`src/rtl/riscv_pkg.sv`:
```
// Shared RISC-V instruction constants used by the fetch front end and MainControl.
package riscv_pkg;

  localparam int INSTR_W = 32;

  localparam logic [6:0] OPC_RTYPE  = 7'b0110011;
  localparam logic [6:0] OPC_ITYPE  = 7'b0010011;
  localparam logic [6:0] OPC_LOAD   = 7'b0000011;
  localparam logic [6:0] OPC_STORE  = 7'b0100011;
  localparam logic [6:0] OPC_BRANCH = 7'b1100011;

  localparam logic [INSTR_W-1:0] NOP_INSTR = 32'h0000_0013;

  function automatic logic is_supported_opcode(input logic [6:0] opc);
    return (opc == OPC_RTYPE) || (opc == OPC_ITYPE) || (opc == OPC_LOAD) ||
           (opc == OPC_STORE) || (opc == OPC_BRANCH);
  endfunction

endpackage

```
`src/rtl/ifu_fifo2.sv`:
```
// Two-entry synchronous FIFO with flush; the head is read straight from storage.
module ifu_fifo2 #(
  parameter int W = 64
) (
  input  logic         clk,
  input  logic         rst_n,
  input  logic         push,
  input  logic         pop,
  input  logic         flush,
  input  logic [W-1:0] din,
  output logic [W-1:0] dout,
  output logic [1:0]   count
);

  logic [W-1:0] mem_reg [2];
  logic         rd_ptr_reg;
  logic         wr_ptr_reg;
  logic [1:0]   count_reg;
  logic         push_ok;
  logic         pop_ok;

  assign push_ok = push && (count_reg != 2'd2);
  assign pop_ok  = pop && (count_reg != 2'd0);

  always_ff @(posedge clk) begin
    if (!rst_n) begin
      for (int i = 0; i < 2; i++) mem_reg[i] <= '0;
      rd_ptr_reg <= 1'b0;
      wr_ptr_reg <= 1'b0;
      count_reg  <= 2'd0;
    end else if (flush) begin
      // Stored words are left in place; the empty count hides them.
      rd_ptr_reg <= 1'b0;
      wr_ptr_reg <= 1'b0;
      count_reg  <= 2'd0;
    end else begin
      if (push_ok) begin
        mem_reg[wr_ptr_reg] <= din;
        wr_ptr_reg          <= ~wr_ptr_reg;
      end
      if (pop_ok) rd_ptr_reg <= ~rd_ptr_reg;
      count_reg <= count_reg + {1'b0, push_ok} - {1'b0, pop_ok};
    end
  end

  assign dout  = mem_reg[rd_ptr_reg];
  assign count = count_reg;

endmodule

```
`src/rtl/instruction_fetch_unit.sv`:
```
// RISC-V fetch front end: PC, imem request issue, 2-deep instruction queue, redirect flush.
// Optional head-opcode legality flag is built only when IFU_OPCODE_CHECK_EN is defined.
module instruction_fetch_unit
  import riscv_pkg::*;
#(
  parameter int              XLEN     = 32,
  parameter logic [XLEN-1:0] RESET_PC = 32'h0000_0000
) (
  input  logic               clk,
  input  logic               rst_n,
  output logic               imem_req,
  output logic [XLEN-1:0]    imem_addr,
  input  logic [INSTR_W-1:0] imem_rdata,
  output logic               if_valid,
  input  logic               if_ready,
  output logic [INSTR_W-1:0] if_instr,
  output logic [XLEN-1:0]    if_pc,
  input  logic               redirect,
  input  logic [XLEN-1:0]    redirect_pc,
  output logic               if_illegal
);

  logic [XLEN-1:0] fetch_pc_reg;
  logic [XLEN-1:0] req_pc_reg;
  logic            inflight_reg;
  logic            drop_reg;
  logic [1:0]      count;
  logic            pop;
  logic            push;
  logic [2:0]      pending;
  logic [XLEN+INSTR_W-1:0] head;
  logic [1:0]      unused_low_bits;

  assign unused_low_bits = redirect_pc[1:0];

  assign pop     = if_valid && if_ready;
  // Entries already queued plus the one in flight, net of this cycle's pop.
  assign pending = {1'b0, count} + {2'b00, inflight_reg} - {2'b00, pop};
  assign imem_req  = rst_n && !redirect && (pending < 3'd2);
  assign imem_addr = fetch_pc_reg;
  assign push      = inflight_reg && !drop_reg && !redirect;

  always_ff @(posedge clk) begin
    if (!rst_n) begin
      fetch_pc_reg <= RESET_PC;
      req_pc_reg   <= RESET_PC;
      inflight_reg <= 1'b0;
      drop_reg     <= 1'b0;
    end else begin
      inflight_reg <= imem_req;
      drop_reg     <= redirect && inflight_reg;
      if (redirect) fetch_pc_reg <= {redirect_pc[XLEN-1:2], 2'b00};
      else if (imem_req) fetch_pc_reg <= fetch_pc_reg + XLEN'(4);
      if (imem_req) req_pc_reg <= fetch_pc_reg;
    end
  end

  ifu_fifo2 #(.W(XLEN + INSTR_W)) u_fifo (
    .clk   (clk),
    .rst_n (rst_n),
    .push  (push),
    .pop   (pop),
    .flush (redirect),
    .din   ({req_pc_reg, imem_rdata}),
    .dout  (head),
    .count (count)
  );

  assign if_valid = (count != 2'd0);
  assign if_pc    = head[XLEN+INSTR_W-1:INSTR_W];
  assign if_instr = head[INSTR_W-1:0];

`ifdef IFU_OPCODE_CHECK_EN
  assign if_illegal = if_valid && !is_supported_opcode(if_instr[6:0]);
`else
  assign if_illegal = 1'b0;
`endif

endmodule

```
`config.mk`:
```
export PLATFORM = sky130hd
export DESIGN_NAME = instruction_fetch_unit
export DESIGN_NICKNAME = d
export VERILOG_FILES = /design/src/rtl/riscv_pkg.sv /design/src/rtl/ifu_fifo2.sv /design/src/rtl/instruction_fetch_unit.sv
export SDC_FILE = /design/constraint.sdc
export NUM_CORES = 1
export LEC_CHECK = 0
export ABC_AREA = 1
export CAP_MARGIN = 20
export CORE_MARGIN = 2
export CORE_UTILIZATION = 50
export DETAILED_ROUTE_END_ITERATION = 7
export PLACE_DENSITY = 0.78
export SYNTH_ARGS = -nofsm -noshare
export SYNTH_HDL_FRONTEND = slang
export SYNTH_HIERARCHICAL = 1
export SYNTH_SLANG_ARGS = --single-unit
```
`constraint.sdc`:
```
create_clock -name clk -period 15.4 [get_ports clk]
set_clock_uncertainty 0.2 [all_clocks]
set_input_delay 3.08 -clock clk [delete_from_list [all_inputs] [get_ports clk]]
set_output_delay 3.08 -clock clk [all_outputs]
set_load 0.01 [all_outputs]
```
Yosys cells after proc, flatten, opt, wreduce, memory -nomap -nowiden

Memories as Yosys holds them, arrays and structs flattened. A register that Yosys moved wholly into a read port is not among the register bits.
Index checks and enable logic that the tools add are counted.

Register bits after elaboration: 70
Word-level logic and storage cells: 45
Bits in writable memories: 128
Memories kept: 1

$add $sub $neg: 5
Order comparisons: 1
Multiplexer cells: 12
Reduce and logical (&&, ||, !) cells: 14
Bitwise gates (word level): 3
Equality and inequality tests: 1

Memories:

| memory         | words | width | read ports | clocked after Yosys merged registers in | wr ports | RTL line        | source |
|---|---|---|---|---|---|---|---|
| u_fifo.mem_reg | 2     | 64    | 1          | 1                                       | 2        | ifu_fifo2.sv:15 | `logic [W-1:0] mem_reg [2];` |

Operator list:

| cell                                                                 | number |
|---|---|
| 32-bit two-way mux                                                   | 2 |
| 64-bit two-way mux                                                   | 1 |
| 64-bit OR reduction                                                  | 1 |
| 32-bit by 3-bit adder with 32-bit output, second input constant      | 1 |
| 1-bit two-way mux                                                    | 9 |
| 1-bit logical AND                                                    | 8 |
| 2-bit nonzero test                                                   | 2 |
| 2-bit by 1-bit adder with 3-bit output                               | 1 |
| 3-bit by 2-bit < comparator with 1-bit output, second input constant | 1 |
| 1-bit NOT                                                            | 3 |
| 3-bit by 1-bit subtractor with 3-bit output                          | 1 |
| 2-bit by 1-bit adder with 2-bit output                               | 1 |
| 1-bit logical NOT                                                    | 2 |
| 2-bit != test, second input constant                                 | 1 |
| 2-bit OR reduction                                                   | 1 |
| 2-bit by 1-bit subtractor with 2-bit output                          | 1 |

Longest topological paths before layout

Gate-level depths: netlist of run 1.

Depth after elaboration: 10
Gate-level depth with buffers: 14

Modules after synthesis

The synthesis of run 1 kept the hierarchy.

Modules (own cells, without submodules):

| module                 | area an instance (um^2) | times used | cells each |
|---|---|---|---|
| ifu_fifo2              | 5929.4                  | 1          | 452 |
| instruction_fetch_unit | 3437.0                  | 1          | 508 |

Worst setup path after synthesis of run 1

Ideal clock, no wire load.

Kind: input port to flip-flop
Start: in redirect
End: mem u_fifo.mem_reg[1][0], enable pin
Stages on the path: 6
Path buffers: 3
Library setup time: 0.574 ns
Arrival time: 8.442 ns
Required time: 14.626 ns
Setup slack: 6.184 ns
Cell sequence: buf_2 clkbuf_1 nor3_1 o21ai_2 buf_4 o21ai_0

RTL lines:

| what               | RTL line                     | source |
|---|---|---|
| start: declaration | instruction_fetch_unit.sv:18 | `input logic redirect,` |
| end: declaration   | ifu_fifo2.sv:15              |  |

Final worst setup path of run 1

Start: in if_ready
End: out imem_req

Longest elaborated chain between the ends: 4

RTL lines:

| what                                          | RTL line                     | source |
|---|---|---|
| start: declaration                            | instruction_fetch_unit.sv:15 | `input logic if_ready,` |
| 1-bit logical AND                             | instruction_fetch_unit.sv:36 | `assign pop = if_valid && if_ready;` |
| via pop                                       | instruction_fetch_unit.sv:28 | `logic pop;` |
| 3-bit by 1-bit subtractor with 3-bit output   | instruction_fetch_unit.sv:38 | `assign pending = {1'b0, count} + {2'b00, inflight_reg} - {2'b00, pop};` |
| 3-bit by 2-bit < comparator with 1-bit output | instruction_fetch_unit.sv:39 | `assign imem_req = rst_n && !redirect && (pending < 3'd2);` |
| 1-bit logical AND                             | instruction_fetch_unit.sv:39 |  |
| end: declaration                              | instruction_fetch_unit.sv:11 | `output logic imem_req,` |

The timed path passes the listed nets, and every way through them passes these cells.

==> results of run 1 <==
==> Yosys cell counts, types with 19 or more instances <==
library cell and count:
nand2_1 134, nand3_1 39, edfxtp_1 128, nor2_1 89
a21oi_1 19, nor3_1 74, o21ai_0 28, buf_2 23
mux2_2 64, dfxtp_1 67, nor2_2 47, inv_1 131
==> cell usage in the layout, fill, tap and decap left out, types with 2 or more instances in the layout <==
master	count
clkinv_4	2
nor2_2	47
inv_1	131
a21oi_2	3
inv_6	6
nor3_2	6
edfxtp_1	128
buf_4	6
dfxtp_1	66
nand3_1	38
nand3b_1	9
a211oi_1	7
nand3_2	4
nand2_1	132
nand2_2	4
nor2_4	5
nor3_1	74
nor2_8	2
o211ai_1	3
or2_2	2
a21oi_1	19
clkbuf_16	17
clkinvlp_4	3
inv_2	4
o21ai_0	27
conb_1	5
nand4_1	10
clkdlybuf4s50_1	161
ha_1	4
a31oi_1	6
o21ai_1	7
inv_8	2
nand2_4	7
o21ai_4	2
nor2_1	89
mux2_2	64
==> how the worst min path moves through the flow <==
stage                       startpoint                  end  slack, ns  depth (start not counted)
5_1_grt        inflight_reg$_SDFF_PN0_  drop_reg$_SDFF_PN0_       0.31                          2
4_1_cts        inflight_reg$_SDFF_PN0_  drop_reg$_SDFF_PN0_       0.28                          2
3_5_place_dp   inflight_reg$_SDFF_PN0_  drop_reg$_SDFF_PN0_       0.27                          2
2_1_floorplan  inflight_reg$_SDFF_PN0_  drop_reg$_SDFF_PN0_       0.23                          2
6_report       inflight_reg$_SDFF_PN0_  drop_reg$_SDFF_PN0_       0.28                          2
3_3_place_gp   inflight_reg$_SDFF_PN0_  drop_reg$_SDFF_PN0_       0.26                          2
==> where the power goes <==
| part | switching (mW) | leakage, nW | internal (mW) |
|---|---|---|---|
| Clock | 0.204 | 0.266 | 0.217 |
| Sequential | 0.0144 | 1.88 | 0.580 |
| Combinational | 0.0633 | 2.28 | 0.0558 |
==> kinds of logic after synthesis <==
family,after synthesis
simple gates,429
other cells,1
compound gates,77
xor+xnor,1
mux,64
fa+ha+maj,5
buf+inv,188
flops,195
==> area by class of cell <==
cell class / count / area, sq um / share of cell area
timing repair buffer: 168 / 1680 / 0.145
multi-input combinational: 581 / 3410 / 0.293
tap: 234 / 293 / 0.0251
inverter: 137 / 517 / 0.0444
clock inverter: 13 / 115 / 0.00988
sequential: 195 / 5190 / 0.445
clock buffer: 19 / 443 / 0.0380
==> routing by layer <==
metal / share of wire / vias up / GRT usage / wire length, um
met5: 0 / - / 0 / 0
met4: 0.014 / 0 / 0.0737 / 286
met3: 0.060 / 24 / 0.0357 / 1240
met2: 0.49 / 247 / 0.361 / 10100
met1: 0.44 / 3262 / 0.280 / 8990
li1: - / 3455 / - / -
==> metrics by stage <==
| stage | utilization | total power [mW] | setup WS, ns | instances | hold slack (ns) |
|---|---|---|---|---|---|
| finish | 0.629 | 1.13 | 5.68 | 1347 | 0.280 |
| floorplan | - | 0.667 | 6.18 | 964 | 0.228 |
| global route | 0.629 | 1.18 | 5.47 | 1347 | 0.315 |
| global placement | 0.597 | 0.721 | 5.68 | 1314 | 0.264 |
| CTS | 0.627 | 1.14 | 5.66 | 1346 | 0.276 |
| detailed placement | 0.597 | 0.724 | 5.66 | 1314 | 0.265 |
==> worst max-delay path, stage by stage <==
cell and delay, ns:
clkdlybuf4s50_1 0.49, o21a_1 0.17, ha_1 0.23, or2_2 0.30, fa_1 0.49, nand2_1 0.06, nor2_2 0.14, nand2_4 0.22
inv_4 0.56, clkdlybuf4s50_1 0.67
==> reports/qor.txt, run 1 <==
Final Instance Area = 0.0116 sq mm
final hold vios = 0
reg2reg path depth = 13
Synth Register Bits = 195
Post-route DRC = 0
number of global-route vias before repair = 6,747
crit path kind = in -> out
global-route wire length before repair = 33.5 mm
CTS Sinks = 195
layout cells sized above 1 = 0.172
mean area per synthesized cell = 9.76 sq um
number of synthesized flops with an enable pin = 128
overall routing resource usage = 0.213
post-synthesis mux area share = 0.0769
Max IR drop VDD = 0.0723 mV
Final #Nets = 1,173
post-route ant nets = 0
PortBufs = 161
Post-DP Area = 0.0111 sq mm
DP HPWL = 13.0 mm
setup TNS = 0 ns
Post-CTS Resized = 0
Compound-Gate Fraction of Synth Area = 0.0474
die height = 141 um
# IOs = 167
max reg flops = 128
Synth Area in XOR/XNOR = 0.000935
final setup vio count = 0
die width = 141 um
1st-iter DRT viols = 375
YS warnings = 6
grt total ovfl = 0
Worst Setup EP = imem_req
synthesis-to-finish area growth = 24.3%
worst endpoint data arrival time = 6.44 ns
Total Wirelength = 20.6 mm
top-area cell type share of the netlist area = 0.410
Synth Area in Simple Gates = 0.225
top cells by area, synth = edfxtp_1 41%, dfxtp_1 14%, mux2_2 7.7%
Critical Path End Type = primary output
core footprint = 0.0185 sq mm
power per cell area = 97.4 mW/mm^2
status = finished clean
FF-to-FF End = imem_addr[5]$_SDFFE_PN0P_
LEAKAGE = 4.42 nW
Initial Utilization = 0.506
die area = 0.0198 sq mm
pins over their slew limit = 0
worst hold path class = reg -> reg
FILL cells = 1,527
largest net degree at the start of global routing = 71
Row Count = 50
Max FO, Critical Path = 70
Slew HR = 0.318
Root Buffer = clkbuf_16
H-tree levels = 4
TritonCTS clock tree = done
post-synthesis cell area = 0.00937 sq mm
R2R Setup Slk = 11.89 ns
antenna violations before repair = 0
clk buf depth = 2
top_reg_cell synth = edfxtp_1
Seq/Total Area, Yosys = 0.554
Final Critical Period = 9.72 ns
R2R Path Start = u_fifo/count[1]$_SDFF_PP0_
clock-pin slew on the worst setup and hold paths = 0.07 ns
Final period util = 0.631
max-capacitance violation count = 0
Max Fclk = 103 MHz
worst skew pair latency = 0.43 ns
total CTS buffers = 17
vias per cell = 5.19
kind of start point of the critical path = input port
crit path launch = if_ready
# diodes = 0
Synth Area in Adders = 0.00748
Routed wire per std cell = 15.3 um
Worst Tran Pin Value = 1.02 ns
largest family of logic cells by synthesized area = simple AND/OR/NAND/NOR gates
unrepaired setup endpoints after global routing = no
Synth async-reset ratio = 0
Worst Path Required = 12.12 ns
post-CTS setup buffers = 0
GPL Wtd Cong = 0.888
DR pass1 iterations = 5
routed vias = 6,988
post-synthesis cell type count = 40
Post-Synthesis Cells = 960
cts hold-fix bufs = 0
cell taking the most area after synthesis = edfxtp_1
(Power assumes the default switching activity.)
==> run 2, diff against run 1 <==
clock period = 9.53 ns   (was 15.4 ns; I/O delays follow)
==> reports/qor.txt, run 2 (synthesis results as in run 1) <==
status = finished clean
Max IR drop VDD = 0.128 mV
reg2reg path depth = 13
Critical Path End Type = primary output
Worst Path Required = 7.42 ns
register area = 0.00519 sq mm
die width = 141 um
final hold vios = 0
Pwr Total = 1.85 mW
Root Buffer = clkbuf_16
Worst Tran Pin Value = 1.04 ns
worst hold path class = reg -> reg
1st-iter DRT viols = 365
worst endpoint data arrival time = 5.27 ns
unrepaired setup endpoints after global routing = no
setup TNS = 0 ns
most frequent cells in the layout = 161 x clkdlybuf4s50_1, 132 x nand2_1, 131 x inv_1
R2R Path Start = u_fifo/count[1]$_SDFF_PP0_
Initial Utilization = 0.506
R2R Setup Slk = 6.00 ns
Post-CTS Resized = 0
core footprint = 0.0185 sq mm
worst skew pair latency = 0.42 ns
Max Fclk = 136 MHz
FF-to-FF End = imem_addr[5]$_SDFFE_PN0P_
LEAKAGE = 4.43 nW
crit path kind = in -> out
power per cell area = 159 mW/mm^2
Total Wirelength = 20.9 mm
GPL Wtd Cong = 0.904
overall routing resource usage = 0.212
Max FO, Critical Path = 70
max reg flops = 128
cts hold-fix bufs = 0
die height = 141 um
post-route ant nets = 0
Worst Setup EP = imem_req
total CTS buffers = 17
vias per cell = 5.18
CTS Sinks = 195
final setup vio count = 0
Row Count = 50
Slew HR = 0.304
DP HPWL = 13.3 mm
PortBufs = 161
Final #Nets = 1,173
clock-pin slew on the worst setup and hold paths = 0.06 ns
# diodes = 0
synthesis-to-finish area growth = 24.6%
crit path launch = if_ready
TritonCTS clock tree = done
antenna violations before repair = 0
kind of start point of the critical path = input port
die area = 0.0198 sq mm
largest net degree at the start of global routing = 71
routed vias = 6,971
FILL cells = 1,509
DR pass1 iterations = 5
Post-route DRC = 0
H-tree levels = 4
max-capacitance violation count = 0
area of the multi-input gates = 0.00341 sq mm
pins over their slew limit = 0
clk buf depth = 2
number of global-route vias before repair = 6,799
global-route wire length before repair = 33.4 mm
Final Critical Period = 7.38 ns
layout cells sized above 1 = 0.168
post-CTS setup buffers = 0
grt total ovfl = 0
Routed wire per std cell = 15.5 um
Final period util = 0.774
# IOs = 167
most common cell after layout, fill and taps aside = clkdlybuf4s50_1
==> run 2: changes by cell type in the layout (fill, tap and decap cells not counted), sizes merged <==
cell / change
clkinvlp: -1
inv: -6
clkbuf: +6
bufinv: +1
==> run 2: how the worst min path moves through the flow <==
stage	to	start	slack, ns	cells past startpoint
floorplan	drop_reg$_SDFF_PN0_	inflight_reg$_SDFF_PN0_	0.23	2
global placement	drop_reg$_SDFF_PN0_	inflight_reg$_SDFF_PN0_	0.26	2
detailed placement	req_pc_reg[2]$_SDFFE_PN0P_	req_pc_reg[2]$_SDFFE_PN0P_	0.27	2
CTS	req_pc_reg[2]$_SDFFE_PN0P_	req_pc_reg[2]$_SDFFE_PN0P_	0.28	2
global route	req_pc_reg[2]$_SDFFE_PN0P_	req_pc_reg[2]$_SDFFE_PN0P_	0.30	2
finish	req_pc_reg[2]$_SDFFE_PN0P_	req_pc_reg[2]$_SDFFE_PN0P_	0.28	2
==> run 2: critical path, cell delays in order <==
cell and delay [ns]:
clkdlybuf4s50_1 0.50, o21a_1 0.18, ha_1 0.24, or2_2 0.30, fa_1 0.49, nand2_1 0.07
nor2_2 0.14, nand2_4 0.22, inv_4 0.55, clkdlybuf4s50_1 0.66
==> run 2: power breakdown <==
group	leakage, nW	internal, mW	total (mW)	switching (mW)
clock	0.278	0.400	0.699	0.299
sequential	1.88	0.937	0.960	0.0234
combinational	2.28	0.0902	0.193	0.102
==> run 2: final cells by class <==
type	instances	share of cell area
Sequential cell	195	0.445
Multi-Input combinational cell	581	0.292
Timing Repair Buffer	168	0.144
Inverter	137	0.0443
Clock buffer	25	0.0435
Tap cell	234	0.0251
Clock inverter	7	0.00601
==> run 2: metal layers <==
layer	track usage	wire [um]	vias to the layer above
li1	-	-	3451
met5	0	0	-
met1	0.274	9310	3297
met3	0.0435	1000	22
met2	0.362	10200	201
met4	0.0605	333	0
==> run 2: metrics by stage <==
| stage | cell area [sq um] | worst slack (ns) | util | hold WS (ns) | cells |
|---|---|---|---|---|---|
| detailed placement | 11100 | 2.13 | 0.597 | 0.266 | 1314 |
| CTS | 11600 | 2.13 | 0.629 | 0.276 | 1346 |
| finish | 11700 | 2.15 | 0.630 | 0.278 | 1347 |
| floorplan | 9380 | 1.49 | - | 0.228 | 964 |
| global route | 11700 | 1.98 | 0.630 | 0.296 | 1347 |
| global placement | 11100 | 2.17 | 0.597 | 0.263 | 1314 |
==> run 3, diff against run 2 <==
CORE_UTILIZATION = 48   (was 50)
PLACE_DENSITY = 0.79   (was 0.78)
clock period = 6.4 ns   (was 9.53 ns; I/O delays follow)
==> reports/qor.txt, run 3 (synthesis results as in run 1) <==
status = finished clean
Max Fclk = 182 MHz
final setup vio count = 0
layout cells sized above 1 = 0.171
final core occ = 0.608
global-route wire length before repair = 33.8 mm
Final Instance Area = 0.0118 sq mm
Max FO, Critical Path = 26
setup TNS = 0 ns
H-tree levels = 4
core footprint = 0.0193 sq mm
buffer and inverter count on the worst path = 3
final setup margin = 0.908 ns
Critical Path End Type = primary output
DR pass1 iterations = 5
clock-pin slew on the worst setup and hold paths = 0.06 ns
Routed wire per std cell = 15.6 um
Worst Tran Pin Value = 0.980 ns
clk buf depth = 2
Worst path slowest cell = clkdlybuf4s50_1
synthesis-to-finish area growth = 25.6%
total CTS buffers = 17
antenna violations before repair = 0
Slew HR = 0.346
Worst Path Required = 4.92 ns
Post-route DRC = 0
max reg flops = 128
Worst path max stage delay = 0.53 ns
Root Buffer = clkbuf_16
most common cell after layout, fill and taps aside = clkdlybuf4s50_1
post-route ant nets = 0
Row Count = 51
worst endpoint data arrival time = 4.01 ns
number of global-route vias before repair = 6,952
cts hold-fix bufs = 0
crit-path cells = clkdlybuf4s50_1, o21a_1, ha_1, or2_2, fa_1, nand2_1, nor2_2, nand2_4, inv_4, clkdlybuf4s50_1
worst skew pair latency = 0.43 ns
power per cell area = 239 mW/mm^2
unrepaired setup endpoints after global routing = no
1st-iter DRT viols = 362
delay-heaviest family, CP = buffers and inverters
Final period util = 0.858
overall routing resource usage = 0.212
DP HPWL = 13.9 mm
Max IR drop VDD = 0.173 mV
pins over their slew limit = 0
kind of start point of the critical path = input port
LEAKAGE = 4.46 nW
routed vias = 7,081
grt total ovfl = 0
die height = 144 um
most frequent cells in the layout = 161 x clkdlybuf4s50_1, 132 x nand2_1, 131 x inv_1
largest net degree at the start of global routing = 70
final hold vios = 0
# diodes = 0
Worst path most repeated cell = clkdlybuf4s50_1
CTS Sinks = 195
vias per cell = 5.13
Final #Nets = 1,176
max-capacitance violation count = 0
crit path kind = in -> out
Post-DP Area = 0.0111 sq mm
die area = 0.0206 sq mm
PortBufs = 161
worst hold path class = reg -> reg
die width = 144 um
Initial Utilization = 0.484
worst-case hold slack = 0.274 ns
worst slack at placement = 0.889 ns
TritonCTS clock tree = done
Post-CTS Resized = 0
Total Wirelength = 21.6 mm
Final Critical Period = 5.49 ns
# IOs = 167
post-CTS setup buffers = 0
GPL Wtd Cong = 0.863
## run 3: report_power, final
| part | switching [mW] | internal, mW | total, mW | leakage [nW] |
|---|---|---|---|---|
| clock | 0.463 | 0.627 | 1.09 | 0.294 |
| combinational | 0.155 | 0.135 | 0.290 | 2.29 |
| sequential | 0.0347 | 1.39 | 1.43 | 1.88 |
| total | 0.653 | 2.16 | 2.81 | 4.46 |
## run 3: final cells by class
cell class / instances / area, sq um
multi-input cells: 581 / 3420
fillers: 1614 / 7570
inverters: 137 / 517
repair buffers: 171 / 1710
clock inverters: 12 / 155
clock buffers: 20 / 447
flip-flops and latches: 195 / 5190
well taps: 265 / 332
## run 3: layer usage
metal	vias up	part of all wire	wire length, um	global-route usage
met2	244	0.50	10800	0.375
met4	0	0.0093	201	0.0573
met1	3368	0.43	9240	0.264
met5	-	0	0	0
li1	3457	-	-	-
met3	12	0.062	1340	0.0417
## run 3: tightest hold or removal path: stages, from the launching register on
cell     delay [ns]
dfxtp_1        0.30
inv_1          0.08
nor3_1         0.05
## run 3: final timing paths
kind	start	end	slack, ns	depth (start not counted)
setup reg to reg	u_fifo/count[1]$_SDFF_PP0_	imem_addr[5]$_SDFFE_PN0P_	2.79	14
hold reg to reg	inflight_reg$_SDFF_PN0_	drop_reg$_SDFF_PN0_	0.27	2
setup / recovery	if_ready	imem_req	0.91	10
hold / removal	inflight_reg$_SDFF_PN0_	drop_reg$_SDFF_PN0_	0.27	2
## run 3: metrics by stage
stage               instances  power [mW]
floorplan                 964        1.60
global placement         1347        1.74
detailed placement       1348        1.75
global route             1381        2.91
CTS                      1380        2.83
finish                   1381        2.81
